<file path="src/rtl/debounce_pkg.sv">
// Shared definitions for the switch/button debounce blocks: the per-channel
// state encoding and the default stability window.
package debounce_pkg;

  // Bit 1 of the encoding is the debounced level itself (LO/WAIT_HI = 0,
  // HI/WAIT_LO = 1), so the clean output comes straight off the state flop.
  typedef enum logic [1:0] {
    STABLE_LO = 2'b00,
    WAIT_HI   = 2'b01,
    STABLE_HI = 2'b11,
    WAIT_LO   = 2'b10
  } deb_state_e;

  // Samples the synchronised input must hold the new level before db_out moves.
  localparam int DEFAULT_STABLE_CYCLES = 16;

endpackage : debounce_pkg

</file>
<file path="src/rtl/debounce_chan.sv">
// One debounce channel: 2-flop synchroniser, saturating stability counter,
// four-state level FSM and registered one-cycle rise/fall pulses.
module debounce_chan
  import debounce_pkg::*;
#(
  parameter int STABLE_CYCLES = DEFAULT_STABLE_CYCLES
) (
  input  logic clk,
  input  logic rst_n,
  input  logic i_raw,
  output logic o_db,
  output logic o_rise,
  output logic o_fall
);

  localparam int CNT_W = $clog2(STABLE_CYCLES + 1);
  localparam logic [CNT_W-1:0] CNT_ONE = CNT_W'(1);
  localparam logic [CNT_W-1:0] CNT_MAX = CNT_W'(STABLE_CYCLES);

  logic             r_sync1;
  logic             r_sync2;
  deb_state_e       r_state;
  logic [CNT_W-1:0] r_cnt;
  logic             r_rise;
  logic             r_fall;

  deb_state_e       w_state_nxt;
  logic [CNT_W-1:0] w_cnt_nxt;
  logic             w_rise_nxt;
  logic             w_fall_nxt;

  // Bring the asynchronous raw level into the clk domain; only r_sync2 is used.
  // NOTE: the async reset clears every flop here, so a reset mid-debounce
  // throws the partial count away rather than resuming it after release.
  always_ff @(posedge clk or negedge rst_n) begin
    if (!rst_n) begin
      r_sync1 <= 1'b0;
      r_sync2 <= 1'b0;
    end else begin
      // NOTE: non-blocking assignments make r_sync2 take the old r_sync1,
      // giving a true two-stage chain; blocking would collapse it to one.
      r_sync1 <= i_raw;
      r_sync2 <= r_sync1;
    end
  end

  // State, counter and pulse registers.
  always_ff @(posedge clk or negedge rst_n) begin
    if (!rst_n) begin
      r_state <= STABLE_LO;
      r_cnt   <= '0;
      r_rise  <= 1'b0;
      r_fall  <= 1'b0;
    end else begin
      r_state <= w_state_nxt;
      r_cnt   <= w_cnt_nxt;
      r_rise  <= w_rise_nxt;
      r_fall  <= w_fall_nxt;
    end
  end

  // Next-state logic: a level must persist for the full window; any bounce
  // while waiting drops back to the stable state with no partial credit.
  always_comb begin
    // NOTE: every output of this block gets a default first so that no path
    // through the case leaves one unassigned and infers a latch.
    w_state_nxt = r_state;
    w_cnt_nxt   = r_cnt;
    w_rise_nxt  = 1'b0;
    w_fall_nxt  = 1'b0;
    case (r_state)
      STABLE_LO: begin
        if (r_sync2) begin
          w_state_nxt = WAIT_HI;
          w_cnt_nxt   = CNT_ONE;
        end
      end
      WAIT_HI: begin
        if (!r_sync2) begin
          w_state_nxt = STABLE_LO;
          w_cnt_nxt   = '0;
        end else if (r_cnt == CNT_MAX) begin
          w_state_nxt = STABLE_HI;
          w_cnt_nxt   = '0;
          w_rise_nxt  = 1'b1;
        end else begin
          w_cnt_nxt = r_cnt + CNT_ONE;
        end
      end
      STABLE_HI: begin
        if (!r_sync2) begin
          w_state_nxt = WAIT_LO;
          w_cnt_nxt   = CNT_ONE;
        end
      end
      WAIT_LO: begin
        if (r_sync2) begin
          w_state_nxt = STABLE_HI;
          w_cnt_nxt   = '0;
        end else if (r_cnt == CNT_MAX) begin
          w_state_nxt = STABLE_LO;
          w_cnt_nxt   = '0;
          w_fall_nxt  = 1'b1;
        end else begin
          w_cnt_nxt = r_cnt + CNT_ONE;
        end
      end
      default: begin
        w_state_nxt = STABLE_LO;
        w_cnt_nxt   = '0;
      end
    endcase
  end

  assign o_db   = r_state[1];
  assign o_rise = r_rise;
  assign o_fall = r_fall;

endmodule : debounce_chan

</file>
<file path="src/rtl/sw_debounce.sv">
// Input conditioning for N slide switches / push buttons: one independent
// debounce channel per raw input, all outputs registered.
module sw_debounce
  import debounce_pkg::*;
#(
  parameter int N             = 2,
  parameter int STABLE_CYCLES = DEFAULT_STABLE_CYCLES
) (
  input  logic         clk,
  input  logic         rst_n,
  input  logic [N-1:0] raw_in,
  output logic [N-1:0] db_out,
  output logic [N-1:0] rise,
  output logic [N-1:0] fall
);

  // One self-contained channel per input bit.
  for (genvar g = 0; g < N; g++) begin : g_chan
    debounce_chan #(
      .STABLE_CYCLES(STABLE_CYCLES)
    ) u_chan (
      .clk   (clk),
      .rst_n (rst_n),
      .i_raw (raw_in[g]),
      .o_db  (db_out[g]),
      .o_rise(rise[g]),
      .o_fall(fall[g])
    );
  end

endmodule : sw_debounce

</file>
<file path="config.mk">
export PLATFORM = sky130hd
export DESIGN_NAME = sw_debounce
export DESIGN_NICKNAME = d
export VERILOG_FILES = /design/src/rtl/debounce_pkg.sv /design/src/rtl/debounce_chan.sv /design/src/rtl/sw_debounce.sv
export SDC_FILE = /design/constraint.sdc
export NUM_CORES = 1
export LEC_CHECK = 0
export ABC_AREA = 1
export CAP_MARGIN = 25
export CORE_MARGIN = 1.5
export CORE_UTILIZATION = 61
export DETAILED_ROUTE_END_ITERATION = 8
export PLACE_DENSITY = 0.85
export SLEW_MARGIN = 20
export SYNTH_ARGS = -nofsm -noshare
export SYNTH_HDL_FRONTEND = slang
export SYNTH_SLANG_ARGS = --single-unit
</file>
<file path="constraint.sdc">
create_clock -name clk -period 2.56 [get_ports clk]
set_input_delay 0.256 -clock clk [delete_from_list [all_inputs] [get_ports clk]]
set_output_delay 0.256 -clock clk [all_outputs]
set_load 0.03 [all_outputs]
</file>
==> impl_metrics.prom <==
# TYPE chip_impl_metric gauge
chip_impl_metric{name="final_nets",unit=""} 187
chip_impl_metric{name="dp.cells",unit=""} 191
chip_impl_metric{name="antenna_found_initial",unit=""} 0
chip_impl_metric{name="route.vias.total",unit=""} 1006
chip_impl_metric{name="route.detailed.wl_per_inst",unit="microns"} 12.2
chip_impl_metric{name="clkTransAtPathRegs",unit="ps"} 120
chip_impl_metric{name="max-vdd-ir-drop",unit="V"} 0.000636
chip_impl_metric{name="io_buffers",unit=""} 9
chip_impl_metric{name="synthCells",unit=""} 161
chip_impl_metric{name="syn_area_per_cell",unit="sq um"} 8.20
chip_impl_metric{name="worst-path-stages",unit=""} 1
chip_impl_metric{name="number_of_global_route_vias_before_repair",unit=""} 1003
chip_impl_metric{name="slew_worst_pin",unit="ps"} 430
chip_impl_metric{name="power.density_cell_area",unit="mW/mm^2"} 968
chip_impl_metric{name="htree_levels",unit=""} 1
chip_impl_metric{name="dpl-instance-area",unit="sq mm"} 0.00140
chip_impl_info{name="crit_type",value="reg -> out"} 1
chip_impl_metric{name="number_of_pins_with_negative_max_slew_slack_in_the_final_report",unit=""} 0
chip_impl_metric{name="numClockSinks",unit=""} 22
chip_impl_info{name="critical_path.endpoint_type",value="output port"} 1
chip_impl_metric{name="critPathMaxStageDelay",unit="ps"} 700
chip_impl_metric{name="pin_count_of_the_biggest_net_entering_global_routing",unit=""} 15
chip_impl_metric{name="start_util",unit="%"} 65.9
chip_impl_info{name="outcome",value="finished, final reports clean"} 1
chip_impl_metric{name="relSlewSlack",unit="%"} 71.2
chip_impl_metric{name="die_w",unit="microns"} 49.5
chip_impl_metric{name="die_height",unit="microns"} 49.5
chip_impl_metric{name="area_delta_synth_final",unit="%"} 8.44
chip_impl_metric{name="number_of_warnings_issued_by_yosys",unit=""} 0
chip_impl_info{name="clock_tree_from_tritoncts",value="done"} 1
chip_impl_metric{name="syn-num-nets",unit=""} 179
chip_impl_metric{name="timing.critical_path.buf_inv",unit=""} 1
chip_impl_metric{name="critical_path_peak_fanout",unit=""} 5
chip_impl_info{name="crit_path_top_delay_cell",value="sky130_fd_sc_hd__clkdlybuf4s50_1"} 1
chip_impl_metric{name="setup_viol",unit=""} 0
chip_impl_info{name="rsz_0062_raised_after_global_routing",value="no"} 1
chip_impl_metric{name="achievable-frequency",unit="MHz"} 589
chip_impl_metric{name="post-route-min-period",unit="ps"} 1700
chip_impl_metric{name="globalRouteTotalUtil",unit="%"} 21.7
chip_impl_metric{name="detail_route.drc_violations",unit=""} 0
chip_impl_metric{name="cp.arrival",unit="ps"} 1440
chip_impl_metric{name="cts_hold_buffers",unit=""} 0
chip_impl_metric{name="p_leak",unit="nW"} 0.726
chip_impl_metric{name="grt-ovfl-total",unit=""} 0
chip_impl_info{name="ctsRootBufferMaster",value="sky130_fd_sc_hd__clkbuf_4"} 1
chip_impl_metric{name="vias_per_cell",unit=""} 5.16
chip_impl_metric{name="worst-endpoint-required",unit="ps"} 2300
chip_impl_metric{name="setup-tns-final",unit="ps"} 0
chip_impl_metric{name="finalClockSkew",unit="ps"} 3.86
chip_impl_metric{name="r2r_cells",unit=""} 7
chip_impl_metric{name="period_utilization",unit="%"} 66.3
chip_impl_metric{name="yosysUniqueCellTypes",unit=""} 21
chip_impl_metric{name="postSynthRegisterBits",unit=""} 22
chip_impl_metric{name="globalplace.congestion",unit=""} 0.903
chip_impl_metric{name="final_layout_size_suffix_gt1_share",unit="%"} 10.1
chip_impl_metric{name="synth_area",unit="sq mm"} 0.00132
chip_impl_info{name="crit_path_cell_trace",value="clkdlybuf4s50_1"} 1
chip_impl_metric{name="final.setup.worst_slack",unit="ps"} 863
chip_impl_metric{name="io_pins",unit=""} 10
chip_impl_metric{name="insertion_delay",unit="ps"} 300
chip_impl_metric{name="bufs_on_longest_clock_path",unit=""} 2
chip_impl_info{name="timing.hold.worst.class",value="in -> async"} 1
chip_impl_metric{name="final-instance-count-excl-fill",unit=""} 195
chip_impl_metric{name="place_ws",unit="ps"} 1170
chip_impl_info{name="critPathTopFamily",value="buffers and inverters"} 1
chip_impl_metric{name="cts_repair_resize_count",unit=""} 0
chip_impl_metric{name="postRouteAntennaNets",unit=""} 0
chip_impl_metric{name="yosysSeqAreaShare",unit="%"} 41.7
chip_impl_metric{name="drc_violation_total_after_the_first_tritonroute_iteration",unit=""} 22
chip_impl_metric{name="core.rowCount",unit=""} 16
chip_impl_metric{name="finalWirelength",unit="microns"} 2370
chip_impl_info{name="critPathLaunchType",value="register"} 1
chip_impl_metric{name="coreArea",unit="sq mm"} 0.00200
chip_impl_metric{name="fp.dieArea",unit="sq mm"} 0.00245
chip_impl_metric{name="dp_hpwl",unit="microns"} 1900
chip_impl_metric{name="cts_post_setup_buffers_inserted",unit=""} 0
chip_impl_metric{name="cts_inserted_buffers",unit=""} 3
chip_impl_metric{name="hold_viol",unit=""} 0
chip_impl_metric{name="maxCapViolations",unit=""} 0
chip_impl_metric{name="post-route-cell-area",unit="sq mm"} 0.00143
chip_impl_metric{name="n_antenna_cell",unit=""} 0
chip_impl_metric{name="drt-pass1-iter-count",unit=""} 4
chip_impl_metric{name="global_route_wire_length_before_repair",unit="microns"} 4110
==> worst paths after layout <==
kind / from / end / slack (ps)
max in group asynchronous: rst_n / g_chan[1].u_chan.r_cnt[1] / 1770
min: rst_n / g_chan[0].u_chan.r_sync1 / 240
max reg2reg: g_chan[0].u_chan.r_state[1] / g_chan[0].u_chan.r_cnt[4] / 1110
max: g_chan[1].u_chan.r_state[1] / db_out[1] / 860
min in group clk: g_chan[0].u_chan.r_sync1 / g_chan[0].u_chan.r_sync2 / 370
min reg2reg: g_chan[0].u_chan.r_sync1 / g_chan[0].u_chan.r_sync2 / 370
==> per-stage QoR <==
step                      hold WS [ps]  utilization, %  power [mW]
after floorplan                  -39.6               -        1.04
after global placement             332            69.7        1.15
after detailed placement           344            69.7        1.20
after CTS                          243            71.5        1.39
after global routing               258            71.5        1.52
final                              244            71.5        1.39
==> sequential cells by signal, indices dropped and copies added, names as in the netlist <==
register               cells
g_chan.u_chan.r_cnt       10
g_chan.u_chan.r_state      4
g_chan.u_chan.o_fall       2
g_chan.u_chan.o_rise       2
g_chan.u_chan.r_sync1      2
g_chan.u_chan.r_sync2      2
==> layer usage <==
layer	part of all wire (%)	vias to the layer above	GRT usage [%]	wire [microns]
met5	0	-	0	0
met1	42	475	24.0	991
met4	1.9	0	9.72	46
met2	54	19	40.7	1270
met3	2.6	7	3.03	61
li1	-	505	-	-
==> cells by family (layout without fill, tap and decap cells) <==
logic type      count (synthesis)  in the layout  share of synthesized area (%)
compound gates                 14             14                           6.63
flops                          22             22                           41.7
xor+xnor                        2              2                           1.33
buf+inv                        31             38                           11.1
simple gates                   78             78                           26.0
fa+ha+maj                      14             14                           13.3
==> synth_stat cells <==
master	count	area, sq um
sky130_fd_sc_hd__xor2_1	2	17.5
sky130_fd_sc_hd__nand4_1	2	12.5
sky130_fd_sc_hd__o21ai_2	1	8.76
sky130_fd_sc_hd__inv_2	1	3.75
sky130_fd_sc_hd__dfrtp_1	22	551
sky130_fd_sc_hd__o21ai_0	3	15.0
sky130_fd_sc_hd__inv_1	23	86.3
sky130_fd_sc_hd__buf_4	6	45.0
sky130_fd_sc_hd__o21bai_1	1	7.51
sky130_fd_sc_hd__nand3_1	9	45.0
sky130_fd_sc_hd__nand2_2	5	31.3
sky130_fd_sc_hd__nand2_1	42	158
sky130_fd_sc_hd__o21ai_4	1	16.3
sky130_fd_sc_hd__ha_1	14	175
sky130_fd_sc_hd__nor2_1	15	56.3
sky130_fd_sc_hd__nor2_2	2	12.5
sky130_fd_sc_hd__buf_6	1	11.3
sky130_fd_sc_hd__a21oi_1	5	25.0
sky130_fd_sc_hd__nor3_1	1	5.00
sky130_fd_sc_hd__o21ai_1	3	15.0
sky130_fd_sc_hd__nand2_4	2	22.5
==> final cells by class <==
| class | instances | area [sq um] |
|---|---|---|
| flip-flops and latches | 22 | 551 |
| repair buffers | 10 | 97.6 |
| clock buffers | 4 | 36.3 |
| fillers | 153 | 571 |
| well taps | 27 | 33.8 |
| multi-input cells | 108 | 623 |
| inverters | 24 | 90.1 |
==> report_power, final <==
group / internal (mW) / leakage, nW / switching, mW
sequential: 0.417 / 0.286 / 0.0727
combinational: 0.258 / 0.418 / 0.451
clock: 0.0867 / 0.0210 / 0.100
==> cell usage in the layout, fill, tap and decap left out <==
master,count
sky130_fd_sc_hd__nand2_1,42
sky130_fd_sc_hd__inv_1,23
sky130_fd_sc_hd__dfrtp_1,22
sky130_fd_sc_hd__nor2_1,15
sky130_fd_sc_hd__ha_1,14
sky130_fd_sc_hd__nand3_1,9
sky130_fd_sc_hd__clkdlybuf4s50_1,9
sky130_fd_sc_hd__nand2_2,5
sky130_fd_sc_hd__a21oi_1,5
sky130_fd_sc_hd__o21ai_1,3
sky130_fd_sc_hd__o21ai_0,3
sky130_fd_sc_hd__clkbuf_4,3
sky130_fd_sc_hd__nand4_1,2
sky130_fd_sc_hd__nand2_4,2
sky130_fd_sc_hd__nor2_2,2
sky130_fd_sc_hd__xor2_1,2
sky130_fd_sc_hd__nor3_1,1
sky130_fd_sc_hd__inv_2,1
sky130_fd_sc_hd__o21ai_4,1
sky130_fd_sc_hd__o21ai_2,1
sky130_fd_sc_hd__o21bai_1,1
sky130_fd_sc_hd__clkbuf_8,1
sky130_fd_sc_hd__buf_4,1
No activity file was read; power rests on OpenSTA's default activity.
==> patch, RTL diff (same settings) <==
Register the output `rise`, without a reset; this adds one clock of latency there. The other outputs are not delayed to match. Comments in the files are not updated.
--- a/src/rtl/sw_debounce.sv
+++ b/src/rtl/sw_debounce.sv
@@ -15,4 +15,6 @@
 );
 
+  logic [N-1:0] rise_d;
+
   // One self-contained channel per input bit.
   for (genvar g = 0; g < N; g++) begin : g_chan
@@ -24,9 +26,13 @@
       .i_raw (raw_in[g]),
       .o_db  (db_out[g]),
-      .o_rise(rise[g]),
+      .o_rise(rise_d[g]),
       .o_fall(fall[g])
     );
   end
 
+  always_ff @(posedge clk) begin
+      rise <= rise_d;
+  end
+
 endmodule : sw_debounce
 
Check against the original RTL: same outputs for any inputs over 10 cycles, from zero or initial values and one cycle with rst_n low; that may be too few to reach the edited logic, so the function may still have changed.
==> patch against the original RTL <==
Cell area rose by 0.52%; hold slack improved by 0.069 ns; via count down 0.40%; sequential cell count increased by 2; setup slack gained 0.017 ns; wire length shrank 5.2%; largest power group unchanged; area after synthesis is 0.57% lower; sequential share of layout area grew 2.6 points; total power decreased by 6.2%.
==> patch: results (changes against the original RTL) <==
Critical path
  • R2R cell count: 9 (+2)
  • Crit path DAT: 1.42 ns (-0.02 ns)

Global routing
  • Met1 GRT Util: 23.33% (-0.63 points)
  • Met3 usage: 3.681% (+0.65 points)
  • M2 GR Usage: 39.64% (-1.0 points)
  • Vias in the first global route: 1051 (+4.8%)
  • GRT Overall Usage: 21.37% (-0.33 points)
  • Global-route wire length before repair: 4.057 mm (-1.2%)

Detailed routing
  • DR WL/cell: 11.30 um (-7.1%)
  • Met3 wire length: 39 um (-36%)
  • Detailed Route Iter0 Violations: 12 (-45%)
  • M1 WL: 980 um (-1.1%)
  • Via count: 1002 (-0.40%)
  • Initial DRT Pass Iterations: 3 (-1)
  • Met2 Wirelength: 1.203 mm (-5.4%)

Placed design
  • Dpl ws: 1.126 ns (-0.03937 ns)
  • Post-DP HPWL: 1.828 mm (-3.6%)
  • I/O Buffers: 9 (unchanged)
  • Final Wtd Congestion: 0.8283 (-8.3%)

STA
  • Actual slew at the worst max-slew pin: 0.5949 ns (+0.1650 ns)
  • Worst clock skew: 0.006080 ns (+0.002224 ns)

Cells and area
  • #MultiIn Comb: 109 (+0.93%)
  • NonClk Buf Share: 6.783% (-0.036 points)
  • # fillers: 140 (-8.5%)
  • Seq cells: 24 (+9.1%)
  • FF/Latch Area: 590.6 sq um (+7.3%)
  • Biggest regs: g_chan.u_chan.r_cnt x10, g_chan.u_chan.r_state x4
  • Clock-cell share: 2.522% (-0.013 points)
  • Bufs w/o clock: 10 (unchanged)
  • Inverters: 25 (+4.2%)
  • Layout Cell Area excl Fill: 0.001439 sq mm (+0.52%)
  • Fraction of area in multi-input gates: 40.78% (-2.7 points)
  • Nets: 191 (+2.1%)
  • Layout cells sized above 1: 6.395% (-3.7 points)
  • Final std cells w/o fill: 199 (+2.1%)
  • Post-layout util: 71.88% (+0.38 points)

Logic synthesis
  • FFs w/ async S/R, synth: 91.67% (-8.3 points)
  • Synth area leaders: dfrtp_1, nand2_1, ha_1
  • Synth cell count leaders: nand2_1, inv_1, dfrtp_1
  • Average cell area after synthesis: 8.052 sq um (-1.8%)
  • Post-Syn Nets: 181 (+1.1%)
  • Number of library cell types mapped by synthesis: 16 (-24%)
  • Seq/Total Area, Yosys: 45.00% (+3.3 points)

Power
  • VDD IR max: 676.1 uV (+6.4%)
  • Combinational cell power: 599 uW (-16%)
  • Leak: 0.7460 nW (+2.8%)
  • Sw frac: 42.79% (-2.2 points)
  • P_int: 743.3 uW (-2.5%)
  • Sequential group power: 511 uW (+4.3%)

Hold path
  • Hold crit path type: in2async

CTS
  • CTS Root Buffer Type: clkbuf_4
  • Max clock buf depth: 2 (unchanged)
  • H-tree lvl count: 1 (unchanged)
  • Post_cts resized: 0 (unchanged)
  • Clk pin slew, worst setup/hold paths: 0.12 ns (about the same)

Outcome
  • Status: finished clean
## patch: final timing paths
kind / from / endpoint / slack, ns
max reg2reg: g_chan[1].u_chan.r_cnt[0] / g_chan[1].u_chan.r_cnt[2] / 1.11
max: g_chan[0].u_chan.r_state[1] / db_out[0] / 0.88
min reg2reg: g_chan[0].u_chan.o_rise / rise[0] / 0.36
max in group asynchronous: rst_n / g_chan[1].u_chan.r_state[1] / 1.69
min in group clk: g_chan[0].u_chan.o_rise / rise[0] / 0.36
min: rst_n / g_chan[0].u_chan.r_cnt[0] / 0.31
## patch: kinds of logic (layout without fill, tap and decap cells)
group,Yosys count,after routing,share of synthesized area (%)
XOR/XNOR,2,2,1.335
buffers and inverters,30,39,10.30
AND/OR/NAND/NOR,84,84,26.41
AO/OA/AOI/OAI,9,9,3.622
flip-flops,24,24,45.00
adder cells (fa/ha/maj),14,14,13.35
